===== src/rtl/rv32i_types.sv =====
// Shared RV32I pipeline types. The branch predictor adds its index hash
// selection here. Its metadata struct depends on the predictor's
// parameterised widths, so it is declared inside bp_meta_pipe instead.
package rv32i_types;

  // Ways of combining the PC slice with global history to form the table index.
  typedef enum logic {
    BP_HASH_CONCAT = 1'b0,
    BP_HASH_XOR    = 1'b1
  } bp_hash_e;

endpackage


===== src/rtl/bp_meta_pipe.sv =====
// Carries per-prediction metadata {valid, idx, ctr, pred} from fetch lookup to
// the resolve point in execute. Stages hold while stalled. Flush clears
// every valid bit and takes priority over stall.
module bp_meta_pipe #(
  parameter int DEPTH = 2,
  parameter int IDX_W = 9,
  parameter int CTR_W = 2
) (
  input  logic             clk,
  input  logic             rst,
  input  logic             stall,
  input  logic             flush,
  input  logic             in_valid,
  input  logic [IDX_W-1:0] in_idx,
  input  logic [CTR_W-1:0] in_ctr,
  input  logic             in_pred,
  output logic             tail_valid,
  output logic [IDX_W-1:0] tail_idx,
  output logic [CTR_W-1:0] tail_ctr,
  output logic             tail_pred
);

  typedef struct packed {
    logic             valid;
    logic [IDX_W-1:0] idx;
    logic [CTR_W-1:0] ctr;
    logic             pred;
  } bp_meta_t;

  bp_meta_t stage_q [DEPTH];
  bp_meta_t in_meta;

  assign in_meta = {in_valid, in_idx, in_ctr, in_pred};

  // Shift register: reset, then flush, then stall-hold, else advance.
  always_ff @(posedge clk) begin
    if (rst) begin
      for (int i = 0; i < DEPTH; i++) stage_q[i] <= '0;
    end else if (flush) begin
      for (int i = 0; i < DEPTH; i++) stage_q[i].valid <= 1'b0;
    end else if (!stall) begin
      stage_q[0] <= in_meta;
      for (int i = 1; i < DEPTH; i++) stage_q[i] <= stage_q[i-1];
    end
  end

  assign tail_valid = stage_q[DEPTH-1].valid;
  assign tail_idx   = stage_q[DEPTH-1].idx;
  assign tail_ctr   = stage_q[DEPTH-1].ctr;
  assign tail_pred  = stage_q[DEPTH-1].pred;

endmodule


===== src/rtl/gshare_predictor.sv =====
// Global-history branch direction predictor. Fetch reads a saturating counter
// combinationally. The counter value and index travel to execute, where the
// resolved direction updates the table, the non-speculative history and the
// branch/mispredict statistics.
module gshare_predictor
  import rv32i_types::*;
#(
  parameter int       PC_IDX_BITS = 5,
  parameter int       PC_LSB      = 2,
  parameter int       HIST_BITS   = 4,
  parameter int       CTR_BITS    = 2,
  parameter int       PIPE_DEPTH  = 2,
  parameter bp_hash_e HASH_MODE   = BP_HASH_CONCAT
) (
  input  logic        clk,
  input  logic        rst,
  input  logic        mem_stall,
  input  logic        flush,
  input  logic        fetch_valid,
  input  logic [31:0] fetch_pc,
  output logic        pred_taken,
  input  logic        resolve_valid,
  input  logic        resolve_taken,
  output logic        mispredict,
  output logic [31:0] br_count,
  output logic [31:0] mispred_count
);

  localparam int IDX_W   = (HASH_MODE == BP_HASH_CONCAT) ? (PC_IDX_BITS + HIST_BITS) : PC_IDX_BITS;
  localparam int ENTRIES = 1 << IDX_W;
  localparam logic [CTR_BITS-1:0] CTR_INIT = {1'b0, {(CTR_BITS-1){1'b1}}};
  localparam logic [CTR_BITS-1:0] CTR_MAX  = '1;

  logic [CTR_BITS-1:0]    table_q [ENTRIES];
  logic [HIST_BITS-1:0]   ghr_q;
  logic [HIST_BITS-1:0]   ghr_shift;
  logic [PC_IDX_BITS-1:0] pc_slice;
  logic [IDX_W-1:0]       lookup_idx;
  logic [CTR_BITS-1:0]    lookup_ctr;
  logic                   pred_raw;
  logic                   tail_valid;
  logic [IDX_W-1:0]       tail_idx;
  logic [CTR_BITS-1:0]    tail_ctr;
  logic                   tail_pred;
  logic [CTR_BITS-1:0]    upd_ctr;
  logic                   accept;
  logic                   mispredict_raw;
  logic                   bypass_hit;
  logic                   unused_fetch_pc;

  // Only a slice of the PC feeds the index; the rest is intentionally ignored.
  assign unused_fetch_pc = ^fetch_pc;
  assign pc_slice        = fetch_pc[PC_LSB +: PC_IDX_BITS];

  // Index hash selected at elaboration time.
  generate
    if (HASH_MODE == BP_HASH_CONCAT) begin : g_concat
      assign lookup_idx = {pc_slice, ghr_q};
    end else begin : g_xor
      assign lookup_idx = pc_slice ^ IDX_W'(ghr_q);
    end
  endgenerate

  // History shift; a single-bit history simply takes the latest outcome.
  generate
    if (HIST_BITS == 1) begin : g_hist1
      assign ghr_shift = resolve_taken;
    end else begin : g_histn
      assign ghr_shift = {ghr_q[HIST_BITS-2:0], resolve_taken};
    end
  endgenerate

  bp_meta_pipe #(
    .DEPTH (PIPE_DEPTH),
    .IDX_W (IDX_W),
    .CTR_W (CTR_BITS)
  ) u_meta_pipe (
    .clk        (clk),
    .rst        (rst),
    .stall      (mem_stall),
    .flush      (flush),
    .in_valid   (fetch_valid),
    .in_idx     (lookup_idx),
    .in_ctr     (lookup_ctr),
    .in_pred    (pred_raw),
    .tail_valid (tail_valid),
    .tail_idx   (tail_idx),
    .tail_ctr   (tail_ctr),
    .tail_pred  (tail_pred)
  );

  // The update works from the counter value carried with the prediction.
  always_comb begin
    upd_ctr = tail_ctr;
    if (resolve_taken) begin
      if (tail_ctr != CTR_MAX) upd_ctr = tail_ctr + CTR_BITS'(1);
    end else begin
      if (tail_ctr != '0) upd_ctr = tail_ctr - CTR_BITS'(1);
    end
  end

  assign mispredict_raw = resolve_valid && tail_valid && (tail_pred != resolve_taken);
  assign accept         = !rst && resolve_valid && !mem_stall && tail_valid;
  assign mispredict     = !rst && mispredict_raw;

  // A same-cycle write to the looked-up entry is forwarded so fetch sees it.
  assign bypass_hit = accept && (tail_idx == lookup_idx);
  assign lookup_ctr = bypass_hit ? upd_ctr : table_q[lookup_idx];
  assign pred_raw   = lookup_ctr[CTR_BITS-1];
  assign pred_taken = !rst && pred_raw;

  // Counter table: reset to weakly not-taken, written on accepted resolves.
  always_ff @(posedge clk) begin
    if (rst) begin
      for (int i = 0; i < ENTRIES; i++) table_q[i] <= CTR_INIT;
    end else if (accept) begin
      table_q[tail_idx] <= upd_ctr;
    end
  end

  // Non-speculative global history and resolve statistics.
  always_ff @(posedge clk) begin
    if (rst) begin
      ghr_q         <= '0;
      br_count      <= '0;
      mispred_count <= '0;
    end else if (accept) begin
      ghr_q    <= ghr_shift;
      br_count <= br_count + 32'd1;
      if (mispredict_raw) mispred_count <= mispred_count + 32'd1;
    end
  end

endmodule


===== config.mk =====
export PLATFORM = sky130hd
export DESIGN_NAME = gshare_predictor
export DESIGN_NICKNAME = d
export VERILOG_FILES = /design/src/rtl/rv32i_types.sv /design/src/rtl/bp_meta_pipe.sv /design/src/rtl/gshare_predictor.sv
export SDC_FILE = /design/constraint.sdc
export NUM_CORES = 2
export LEC_CHECK = 0
export ABC_AREA = 1
export BUFFER_PORTS_ARGS = -buffer_cell sky130_fd_sc_hd__buf_2
export CORE_UTILIZATION = 60
export DETAILED_ROUTE_END_ITERATION = 7
export PLACE_DENSITY = 0.78
export SETUP_SLACK_MARGIN = 0.05
export SYNTH_ARGS = -nofsm -noshare
export SYNTH_HDL_FRONTEND = slang
export SYNTH_SLANG_ARGS = --single-unit
export TNS_END_PERCENT = 30

===== constraint.sdc =====
create_clock -name clk -period 2.5 [get_ports clk]
set_clock_uncertainty 0.1 [all_clocks]
set_input_delay 0.125 -clock clk [delete_from_list [all_inputs] [get_ports clk]]
set_output_delay 0.125 -clock clk [all_outputs]
set_load 0.005 [all_outputs]

==> impl_metrics.json <==
{
  "status": "complete, but fails checks",
  "violations": "design-rule violations, negative setup slack",
  "required_ns": 2.28,
  "clk_path_buf_depth": 3,
  "synthXorXnorAreaFrac_pct": 0.3004,
  "htree_levels": 3,
  "rsz0062_at_grt": "true",
  "ios": 105,
  "synth_top_area_cell": "edfxtp_1",
  "cts_tree": "yes",
  "drtPass1Iterations": 8,
  "cpMaxStageDelayCell": "dfxtp_4",
  "worstSetupPathType": "reg -> out",
  "clk_pin_slew_worst_paths_ns": 0.06,
  "ant_nets": 0,
  "first_global_vias": 46450,
  "syn_avg_cell_area_um2": 8.687,
  "period_needed_ns": 3.371,
  "placed_area_um2": 58920,
  "synth_fa_ha_area_share_pct": 0.04517,
  "synth_top_area_share_pct": 56.81,
  "path_buf_inv": 6,
  "synth.distinct_cells": 43,
  "yosysSeqAreaShare_pct": 59.27,
  "synthesis.area_um2": 55400,
  "max_stage_delay_ns": 0.38,
  "synthMuxAreaShare_pct": 0,
  "combPwrFrac_pct": 5.7,
  "yosys_register_bits": 1116,
  "final_cell_area_um2": 65290,
  "synth_nets": 6418,
  "p_sw_mw": 9.207,
  "gp_congestion": 0.9330,
  "antenna_found_initial": 3,
  "layout-drive-gt1-share_pct": 13.09,
  "grt_usage_pct": 35.21,
  "cp-end-kind": "primary output",
  "synth_edf_count": 1048,
  "avgRoutedWirePerCell_um": 22.87,
  "die-width_um": 305.9,
  "clkPwrFrac_pct": 43.4,
  "startpoint_type": "register",
  "grt_pass1_wl_mm": 255.1,
  "syn_to_final_growth_pct": 17.87,
  "power_switching_share_pct": 22.53,
  "clockRootBuffer": "clkbuf_16",
  "fin_nets": 6412,
  "synth_cells": 6377,
  "hpwl_mm": 96.40,
  "power_frac_seq_pct": 50.8,
  "die_area_um2": 93540,
  "max_freq_mhz": 296.6,
  "start_util_pct": 60.53,
  "routed_wl_mm": 175.2,
  "synth-compound-area-share_pct": 0.9170,
  "final-seq-area_um2": 32850,
  "whs_ns": 0.1207,
  "fin_ws_ns": -0.8711,
  "fin_crit_sh_pct": 134.8,
  "arrival_ns": 3.15,
  "grt_remaining_overflow": 0,
  "ys_warn_count": 0,
  "nFillCells": 6066,
  "drc_errors": 5,
  "cp_top_family": "simple AND/OR/NAND/NOR gates",
  "cap_violations": 0,
  "synth-main-ff-cell": "edfxtp_1",
  "hold_class": "in -> reg",
  "synth.area.top_cells": "edfxtp_1 (57%), nand2_1 (15%), nand3_1 (14%)",
  "multi_input_area_um2": 20410,
  "async_flop_share_pct": 0,
  "via_per_inst": 6.448,
  "core_um2": 91520,
  "p_leak_nw": 23.48,
  "internal_power_mw": 31.66,
  "io_buffers": 77,
  "drv_slew": 0,
  "vias": 49380,
  "worst_slew_pin_slew_ns": 0.7878,
  "crit_chain": "buf_12, clkinv_16, buf_16, buf_12, clkbuf_16, nand2_2, nand3_1, nand3_1, nand3_2, nand3_2, nand3_2, nand3_2, nand2_1, nand2_1, nand3_2, nand3_4, a21oi_4, buf_2",
  "drt-initial-drc-count": 7790,
  "path_max_fanout": 8,
  "crit_path_frequent_cell": "nand3_2",
  "setup_violations": 3,
  "clk_latency_ns": 0.71,
  "cts.sinks": 1116,
  "numCtsBuffers": 113,
  "std_cell_rows": 111,
  "grt_max_degree": 80,
  "powerDensity_nw_per_um2": 626.0,
  "synthSimpleGateAreaFrac_pct": 34.14,
  "fp.dieH_um": 305.9,
  "synth_top_family_by_area": "simple AND/OR/NAND/NOR gates",
  "synth_common_cells": "nand2_1 (2164), nand3_1 (1534), edfxtp_1 (1048), nor2_1 (621), clkbuf_1 (377)",
  "yosysMostFrequentCell": "nand2_1",
  "finalHoldViolCount": 0,
  "ir_drop_v": 0.0006838,
  "relSlewSlack_pct": 46.93,
  "tns_ns": -1.647
}
worst min-delay path, stage by stage:
cell and delay, ns:
buf_2 0.19, nand3_1 0.11, nand2_1 0.11, nand2_2 0.09
nand2_1 0.07, o21bai_1 0.07, inv_1 0.06
cell usage in the layout (no fill, tap or decap), drive strengths merged:
master,n
nor3b,3
buf,437
inv,120
bufinv,15
o21bai,2
ha,2
clkinv,54
nor3,40
a31oi,1
xnor2,9
nor4,15
nand2,2167
o22ai,1
o211a,2
nand4,12
clkbuf,157
o21a,3
o21ba,1
dfxtp,68
diode,2
o21ai,36
clkinvlp,3
bufbuf,13
a221oi,2
edfxtp,1048
xor2,10
nand3,1539
dlygate4sd3,12
a21oi,46
and3,2
nor2,650
cell families after synthesis:
logic type / Yosys count
AOI/OAI and AO/OA: 94
and+or+nand+nor: 4428
DFF: 1116
xor gates and xnor gates: 19
adders and majority gates: 2
buffers and inverters: 718
through the flow:
| step | cells | utilization [%] | setup WS (ns) | total power [mW] |
|---|---|---|---|---|
| 3_3_place_gp | 7349 | 64.38 | -0.3787 | 23.16 |
| 3_5_place_dp | 7349 | 64.38 | -0.3908 | 23.23 |
| 4_1_cts | 7623 | 70.40 | -0.7959 | 40.63 |
| 6_report | 7658 | 71.34 | -0.8711 | 40.87 |
| 5_1_grt | 7657 | 71.34 | -0.9218 | 41.60 |
| 2_1_floorplan | 6377 | - | 0.4102 | 22.41 |
metal layers:
layer	track usage, %	wire [µm]	share of wire [%]
met5	0	26	0.015
met4	19.56	10690	6.1
met3	7.306	25190	14
met2	56.22	80560	46
met1	45.09	58700	34
sequential cells by signal, summed over array words and instances, names as in the netlist:
signal and cells:
u_meta_pipe.stage_q 24, ghr_q 4, table_q 1024, br_count 32
mispred_count 32
worst paths after layout:
path	from	endpoint	slack (ns)	depth (start not counted)
min	fetch_pc[5]	u_meta_pipe.stage_q[0][1]	0.12	7
min reg2reg	mispred_count[4]	mispred_count[4]	0.38	2
max reg2reg	ghr_q[0]	u_meta_pipe.stage_q[0][1]	-0.49	17
max	ghr_q[0]	pred_taken	-0.87	18
power groups by stage:
stage | clock, mW | combinational (mW) | sequential [mW]
6_report | 17.8 | 2.34 | 20.8
5_1_grt | 18.4 | 2.46 | 20.8
4_1_cts | 17.7 | 2.21 | 20.8
3_5_place_dp | 0 | 2.07 | 21.2
3_3_place_gp | 0 | 2.01 | 21.2
2_1_floorplan | 0 | 1.29 | 21.1
cell type report:
type / instances / share of cell area (%)
Sequential cell: 1116 / 50.31
Multi-Input combinational cell: 4543 / 31.26
Timing Repair Buffer: 474 / 9.397
Clock buffer: 145 / 4.821
Tap cell: 1186 / 2.273
Clock inverter: 69 / 1.094
Inverter: 122 / 0.8067
Timing Repair inverter: 1 / 0.03066
Antenna cell: 2 / 0.007665
what timing repair did:
action | 4_1_cts | 5_1_grt
pin swaps | 29 | 40
gates cloned | 23 | 14
resized for setup | 118 | 85
hold endpoints to repair | 38 | 0
setup buffers | 26 | 22
setup endpoints to repair | 32 | 210
hold buffers | 12 | 0
No activity file was read; power rests on OpenSTA's default activity.
